==> src/rtl/writeback_regfile_pkg.sv <==
// rtl/writeback_regfile_pkg.sv - shared widths and link-register index for the writeback register file
package writeback_regfile_pkg;
  localparam int DATA_W_DEF = 32;
  localparam int ADDR_W_DEF = 5;
  localparam int LINK_REG   = 31;
endpackage

==> src/rtl/wb_select.sv <==
// rtl/wb_select.sv - combinational writeback data/index select and qualified write strobe
module wb_select
  import writeback_regfile_pkg::*;
#(
  parameter int DATA_W = DATA_W_DEF,
  parameter int ADDR_W = ADDR_W_DEF
) (
  input  logic              WBmemtoreg,
  input  logic              WBregwrite,
  input  logic              WBcntrljalr,
  input  logic              WBcntrljald,
  input  logic [DATA_W-1:0] WBPCAddResult,
  input  logic [DATA_W-1:0] WBAluResult,
  input  logic [DATA_W-1:0] WBReadData,
  input  logic [ADDR_W-1:0] WBRegDst,
  output logic [DATA_W-1:0] WBWriteData,
  output logic [ADDR_W-1:0] WBWriteReg,
  output logic              WBWriteEn
);
  // Link writes win over load data, which wins over the ALU result.
  always_comb begin
    WBWriteData = WBAluResult;
    if (WBcntrljald || WBcntrljalr)
      WBWriteData = WBPCAddResult;
    else if (WBmemtoreg)
      WBWriteData = WBReadData;
  end

  assign WBWriteReg = WBcntrljald ? ADDR_W'(LINK_REG) : WBRegDst;
  assign WBWriteEn  = WBregwrite && (WBWriteReg != '0);
endmodule

==> src/rtl/writeback_regfile.sv <==
// rtl/writeback_regfile.sv - register file with writeback port; WB_BYPASS_EN enables same-cycle write-through
module writeback_regfile
  import writeback_regfile_pkg::*;
#(
  parameter int DATA_W = DATA_W_DEF,
  parameter int ADDR_W = ADDR_W_DEF
) (
  input  logic              Clk,
  input  logic              Reset,
  input  logic              WBmemtoreg,
  input  logic              WBregwrite,
  input  logic              WBcntrljalr,
  input  logic              WBcntrljald,
  input  logic [DATA_W-1:0] WBPCAddResult,
  input  logic [DATA_W-1:0] WBAluResult,
  input  logic [DATA_W-1:0] WBReadData,
  input  logic [ADDR_W-1:0] WBRegDst,
  input  logic [ADDR_W-1:0] ReadReg1,
  input  logic [ADDR_W-1:0] ReadReg2,
  output logic [DATA_W-1:0] ReadData1,
  output logic [DATA_W-1:0] ReadData2,
  output logic [DATA_W-1:0] WBWriteData,
  output logic [ADDR_W-1:0] WBWriteReg,
  output logic              WBWriteEn
);
  localparam int NREGS = 2 ** ADDR_W;

  logic [DATA_W-1:0] regs [NREGS];

  wb_select #(.DATA_W(DATA_W), .ADDR_W(ADDR_W)) u_wb_select (
    .WBmemtoreg    (WBmemtoreg),
    .WBregwrite    (WBregwrite),
    .WBcntrljalr   (WBcntrljalr),
    .WBcntrljald   (WBcntrljald),
    .WBPCAddResult (WBPCAddResult),
    .WBAluResult   (WBAluResult),
    .WBReadData    (WBReadData),
    .WBRegDst      (WBRegDst),
    .WBWriteData   (WBWriteData),
    .WBWriteReg    (WBWriteReg),
    .WBWriteEn     (WBWriteEn)
  );

  // WBWriteEn already excludes index 0, so regs[0] is never written after reset.
  always_ff @(posedge Clk) begin
    if (Reset) begin
      for (int i = 0; i < NREGS; i++)
        regs[i] <= '0;
    end else if (WBWriteEn) begin
      regs[WBWriteReg] <= WBWriteData;
    end
  end

  always_comb begin
    ReadData1 = (ReadReg1 == '0) ? '0 : regs[ReadReg1];
    ReadData2 = (ReadReg2 == '0) ? '0 : regs[ReadReg2];
`ifdef WB_BYPASS_EN
    if (!Reset && WBWriteEn && (ReadReg1 == WBWriteReg))
      ReadData1 = WBWriteData;
    if (!Reset && WBWriteEn && (ReadReg2 == WBWriteReg))
      ReadData2 = WBWriteData;
`endif
  end
endmodule

==> config.mk <==
export PLATFORM = sky130hd
export DESIGN_NAME = writeback_regfile
export DESIGN_NICKNAME = d
export VERILOG_FILES = /design/src/rtl/writeback_regfile_pkg.sv /design/src/rtl/wb_select.sv /design/src/rtl/writeback_regfile.sv
export SDC_FILE = /design/constraint.sdc
export NUM_CORES = 2
export LEC_CHECK = 0
export BUFFER_PORTS_ARGS = -buffer_cell sky130_fd_sc_hd__buf_4
export CORE_MARGIN = 10
export CORE_UTILIZATION = 45
export CTS_BUF_LIST = sky130_fd_sc_hd__clkbuf_2 sky130_fd_sc_hd__clkbuf_4 sky130_fd_sc_hd__clkbuf_8
export CTS_CLUSTER_DIAMETER = 200
export DETAILED_ROUTE_END_ITERATION = 10
export PLACE_DENSITY = 0.62
export SYNTH_ARGS = -nofsm -noshare
export SYNTH_HDL_FRONTEND = slang
export SYNTH_SLANG_ARGS = --single-unit
==> constraint.sdc <==
create_clock -name Clk -period 4.35 [get_ports Clk]
set_input_delay 0 -clock Clk [delete_from_list [all_inputs] [get_ports Clk]]
set_output_delay 0 -clock Clk [all_outputs]
set_load 0.02 [all_outputs]
### After elaboration in Yosys (flattened, before gate mapping)

Memories as Yosys holds them, arrays and structs flattened.
Index checks and enable logic that the tools add are counted.

* bits in registers: 0
* RAM bits: 1024
* input port bits: 117
* word-level logic and storage cells: 20
* memories kept: 1

Memory list
* regs: depth 32, bits a word 32, rd ports 2, clocked after memory_dff 0, write ports 32, line writeback_regfile.sv:28 `logic [DATA_W-1:0] regs [NREGS];`

* mux-type cells: 13
* reductions and logical operators: 6

Operators by type and width (number)
* 32-bit two-way mux: 5
* 32-bit OR reduction: 1
* 5-bit logical NOT: 2
* 5-bit two-way mux: 2
* 1-bit two-way mux: 6
* 5-bit nonzero test: 1
* 1-bit logical AND: 1
* 1-bit logical OR: 1

### Depth between registers and ports, before layout

* depth after elaboration: 8
* depth in mapped cells: 7
* gate-level depth less buffers: 5

### By module

From an unflattened synthesis, not the netlist that was laid out.

* cell total of the unflattened synthesis: 3673
* area total of the unflattened synthesis: 55209.2 µm²

Modules (own cells, without submodules)
* writeback_regfile: instances 1, cells an instance 3555, area each 54438.5 µm²
* wb_select: instances 1, cells an instance 118, area each 770.7 µm²

### Worst setup path after synthesis

No wires, ideal clock.

* path type: input to register
* start point: input port WBcntrljald
* end point: memory regs[12][0] (netlist name) (enable)
* library setup time: 0.394 ns
* data arrival time: 1.820 ns
* path slack: 2.136 ns
* stages on the path: 6
* cell sequence: buf_2 > nor2_4 > inv_1 > nor4_4 > nand2_1 > nand2b_1

RTL lines
* start: declaration: line writeback_regfile.sv:13 `input logic WBcntrljald,`
* end: declaration: line writeback_regfile.sv:28

### Worst setup path after layout

* start point: input port ReadReg2[0]
* end point: output port ReadData2[1]

* word-level cells in the longest chain between the ends: 2

Ends and longest elaborated chain
* start: declaration: line writeback_regfile.sv:19 `input logic [ADDR_W-1:0] ReadReg2,`
* memory 32 x 32 bit or 5-bit logical NOT (tied branches)
* 32-bit two-way mux (*): line writeback_regfile.sv:56 `ReadData2 = (ReadReg2 == '0) ? '0 : regs[ReadReg2];`
* end: declaration: line writeback_regfile.sv:21 `output logic [DATA_W-1:0] ReadData2,`

Every way passes the cells marked *; elsewhere a longest branch is shown, timed or not.

==> results.py <==
metrics = {
    "logic_synthesis": {
        "seq_area_frac_synth": 0.580,
        "netlist_top_cells_area": "sky130_fd_sc_hd__edfxtp_1, sky130_fd_sc_hd__mux4_2, sky130_fd_sc_hd__nor2_1",
        "post_synth_inst_count": 3769,
        "synth.top_cell.area_share": 0.580,
        "synth_cell_type_count": 38,
        "post_synth.cell_area_avg_um2": 14.1,
        "yosysWarningCount": 0,
        "number_of_flip_flops_and_latches_in_the_synthesized_netlist": 1024,
        "synth_common_cells": "sky130_fd_sc_hd__edfxtp_1, sky130_fd_sc_hd__nor2_1, sky130_fd_sc_hd__mux4_2",
        "synth.cell_area_mm2": 0.0531,
        "count_of_flip_flops_with_a_built_in_enable_after_synthesis": 1024,
        "most_common_cell_in_the_netlist": "sky130_fd_sc_hd__edfxtp_1",
        "ys_dominant_reg_cell": "sky130_fd_sc_hd__edfxtp_1",
        "synth_top_area_cell": "sky130_fd_sc_hd__edfxtp_1",
        "synthArstFlopShare": 0,
    },
    "outcome": {
        "status": "finished clean",
    },
    "layout": {
        "largest-register": "regs",
        "layout-drive-gt1-share": 0.297,
        "finalInstanceArea_mm2": 0.0605,
        "top_regs": "regs x1024",
        "layout-area-overhead-vs-synth_pct": 14.1,
        "design.final.nets": 4123,
        "nFillCells": 9757,
        "max_ffs_per_register": 1024,
    },
    "clock_tree": {
        "max-clock-path-buffers": 3,
        "cts.sinks": 1024,
        "cts_resized": 0,
        "cts.clk_slew.worst_paths_ns": 0.06,
        "postCtsSetupRepairBufs": 0,
        "htree_num_levels": 4,
        "cts_tree": "yes",
        "buffer_cell_driving_the_clock_tree_root": "sky130_fd_sc_hd__clkbuf_8",
        "cts_made_buffers": 169,
    },
    "grt": {
        "grt_pass1_wl_um": 258000,
        "pin_count_of_the_biggest_net_entering_global_routing": 91,
        "grt_pass1_vias": 36700,
        "global_route.usage.total": 0.268,
        "antenna_found_initial": 2,
        "gr-total-overflow": 0,
    },
    "power": {
        "comb_power_share": 0.146,
        "leakage_nw": 21.5,
        "sw_frac_of_total": 0.269,
        "switchingPower_mw": 6.39,
        "pwr-share-clk": 0.361,
        "intPower_mw": 17.3,
        "post-layout-total-power_mw": 23.7,
        "vdd_drop_max_uv": 333,
        "power_frac_seq": 0.493,
        "power.density_mw_per_mm2": 392,
    },
    "floorplan": {
        "initial_core_util": 0.455,
        "rows": 125,
        "die_w_um": 363,
        "design.die.area_mm2": 0.132,
        "core-area_mm2": 0.117,
        "overall_die_height_um": 363,
        "pin_count": 219,
    },
    "setup_path": {
        "crit_path_cell_trace": "buf_4, clkinv_2, buf_4, buf_4, o2111ai_1, a311oi_1, buf_4",
        "crit_path_frequent_cell": "sky130_fd_sc_hd__buf_4",
        "worstSetupStartpointType": "input port",
        "crit_required_ns": 4.35,
        "worst_path_class_setup": "input port to output port",
        "arrival_time_at_the_worst_endpoint_ns": 3.46,
        "slowest_delay_ns": 1.13,
        "cp-end-kind": "output port",
        "cp_slowest_cell": "sky130_fd_sc_hd__a311oi_1",
        "max_fanout_on_critical_path": 40,
    },
    "timing": {
        "timing_max_transition_violations_final": 0,
        "min_period_ns": 3.46,
        "fin_tns_setup_ns": 0,
        "max_slew_margin": 0.0879,
        "holdWs_ns": 0.0728,
        "slew_at_the_pin_closest_to_its_max_slew_limit_ns": 1.36,
        "worst_slack_ns": 0.887,
        "setup_repair_after_global_routing_missed_its_margin": "false",
        "final_report_setup_violation_count": 0,
        "fmax_mhz": 289,
        "finalHoldViolCount": 0,
        "final_min_period_over_clock_period": 0.796,
    },
    "route": {
        "detail_route.first_pass.iterations": 6,
        "drt_wl_total_um": 180000,
        "drc": 0,
        "detail_route.wl_per_cell_um": 31.7,
        "antenna_left": 0,
        "drt_first_iter_violations": 4785,
        "via_count": 36400,
        "viasPerCell": 6.42,
    },
    "placed_design": {
        "port_buffers": 218,
        "placement.cell_area_mm2": 0.0563,
        "dp_hpwl_um": 111000,
        "dp_worst_setup_slack_ns": 1.14,
        "gp_congestion": 0.928,
    },
    "run": {
        "cap_viol_max_count": 0,
    },
    "min_path": {
        "hold_path.class": "input port to register",
    },
}
## path summary, 6_finish.rpt
check	startpoint	endpoint	slack (ns)	cells after the start
min	WBcntrljalr	regs[5][27]	0.07	6
max	ReadReg2[0]	ReadData2[1]	0.89	7
## final cells by class
cell class	instances	area [µm²]	share of cell area
sequential	1024	30700	0.508
multi-input combinational	2330	20600	0.341
timing repair buffer	443	3780	0.0624
clock buffer	225	2780	0.0460
tap	1524	1910	0.0315
clock inverter	82	536	0.00885
inverter	38	145	0.00240
antenna	1	2.50	0.0000413
## repair_timing
item	CTS	global route
hold buffers	83	0
setup endpoints to repair	0	0
endpoints found under the hold margin	1024	0
## layer usage
metal / vias to the layer above / routed length, µm / track usage
met4: 2 / 9110 / 0.130
met3: 389 / 20000 / 0.0702
met5: - / 13 / 0
met2: 2336 / 82500 / 0.409
li1: 14900 / - / -
met1: 18800 / 68000 / 0.354
## layout by cell type (no fill, tap or decap), types with 5 or more instances in the layout
| master | n |
|---|---|
| sky130_fd_sc_hd__o21ai_2 | 28 |
| sky130_fd_sc_hd__o21ai_1 | 27 |
| sky130_fd_sc_hd__nand3_2 | 5 |
| sky130_fd_sc_hd__nor2b_1 | 65 |
| sky130_fd_sc_hd__o21ai_0 | 85 |
| sky130_fd_sc_hd__mux4_2 | 448 |
| sky130_fd_sc_hd__o2111ai_1 | 16 |
| sky130_fd_sc_hd__nand2b_1 | 5 |
| sky130_fd_sc_hd__dlygate4sd3_1 | 79 |
| sky130_fd_sc_hd__nand2b_2 | 32 |
| sky130_fd_sc_hd__clkinv_1 | 40 |
| sky130_fd_sc_hd__conb_1 | 32 |
| sky130_fd_sc_hd__a22oi_1 | 64 |
| sky130_fd_sc_hd__bufinv_16 | 6 |
| sky130_fd_sc_hd__buf_4 | 342 |
| sky130_fd_sc_hd__buf_12 | 18 |
| sky130_fd_sc_hd__nand2_1 | 91 |
| sky130_fd_sc_hd__inv_1 | 36 |
| sky130_fd_sc_hd__clkinv_2 | 29 |
| sky130_fd_sc_hd__a311oi_1 | 64 |
| sky130_fd_sc_hd__edfxtp_1 | 1024 |
| sky130_fd_sc_hd__mux2_2 | 64 |
| sky130_fd_sc_hd__a211oi_1 | 64 |
| sky130_fd_sc_hd__clkbuf_4 | 50 |
| sky130_fd_sc_hd__a221oi_1 | 48 |
| sky130_fd_sc_hd__clkinvlp_4 | 7 |
| sky130_fd_sc_hd__clkbuf_8 | 175 |
| sky130_fd_sc_hd__nor2_1 | 1000 |
| sky130_fd_sc_hd__mux2i_1 | 160 |
## logic make-up after synthesis
group	Yosys count	synth area share
AND/OR/NAND/NOR	1223	0.0938
AO/OA/AOI/OAI	403	0.0532
flip-flops	1024	0.580
buffers and inverters	446	0.0394
multiplexers	672	0.234
other	1	0.0000707
## through the flow
step / std cells / utilization
global placement: 5276 / 0.483
CTS: 5666 / 0.519
finish: 5667 / 0.519
floorplan: 3800 / -
global route: 5667 / 0.519
detailed placement: 5276 / 0.483
## critical path, delay by kind of cell
family,cells,cell delay (ns)
buffers and inverters,5,2.09
AO/OA/AOI/OAI,2,1.34
## power by group through the flow
stage          combinational (mW)  sequential [mW]  clock [mW]
6_report                     3.47             11.7        8.55
5_1_grt                      3.60             11.7        9.06
4_1_cts                      3.43             11.7        8.59
3_5_place_dp                 3.33             11.9           0
3_3_place_gp                 3.32             11.8           0
2_1_floorplan                2.05             11.8           0
Power figures use the tool's default switching activity.
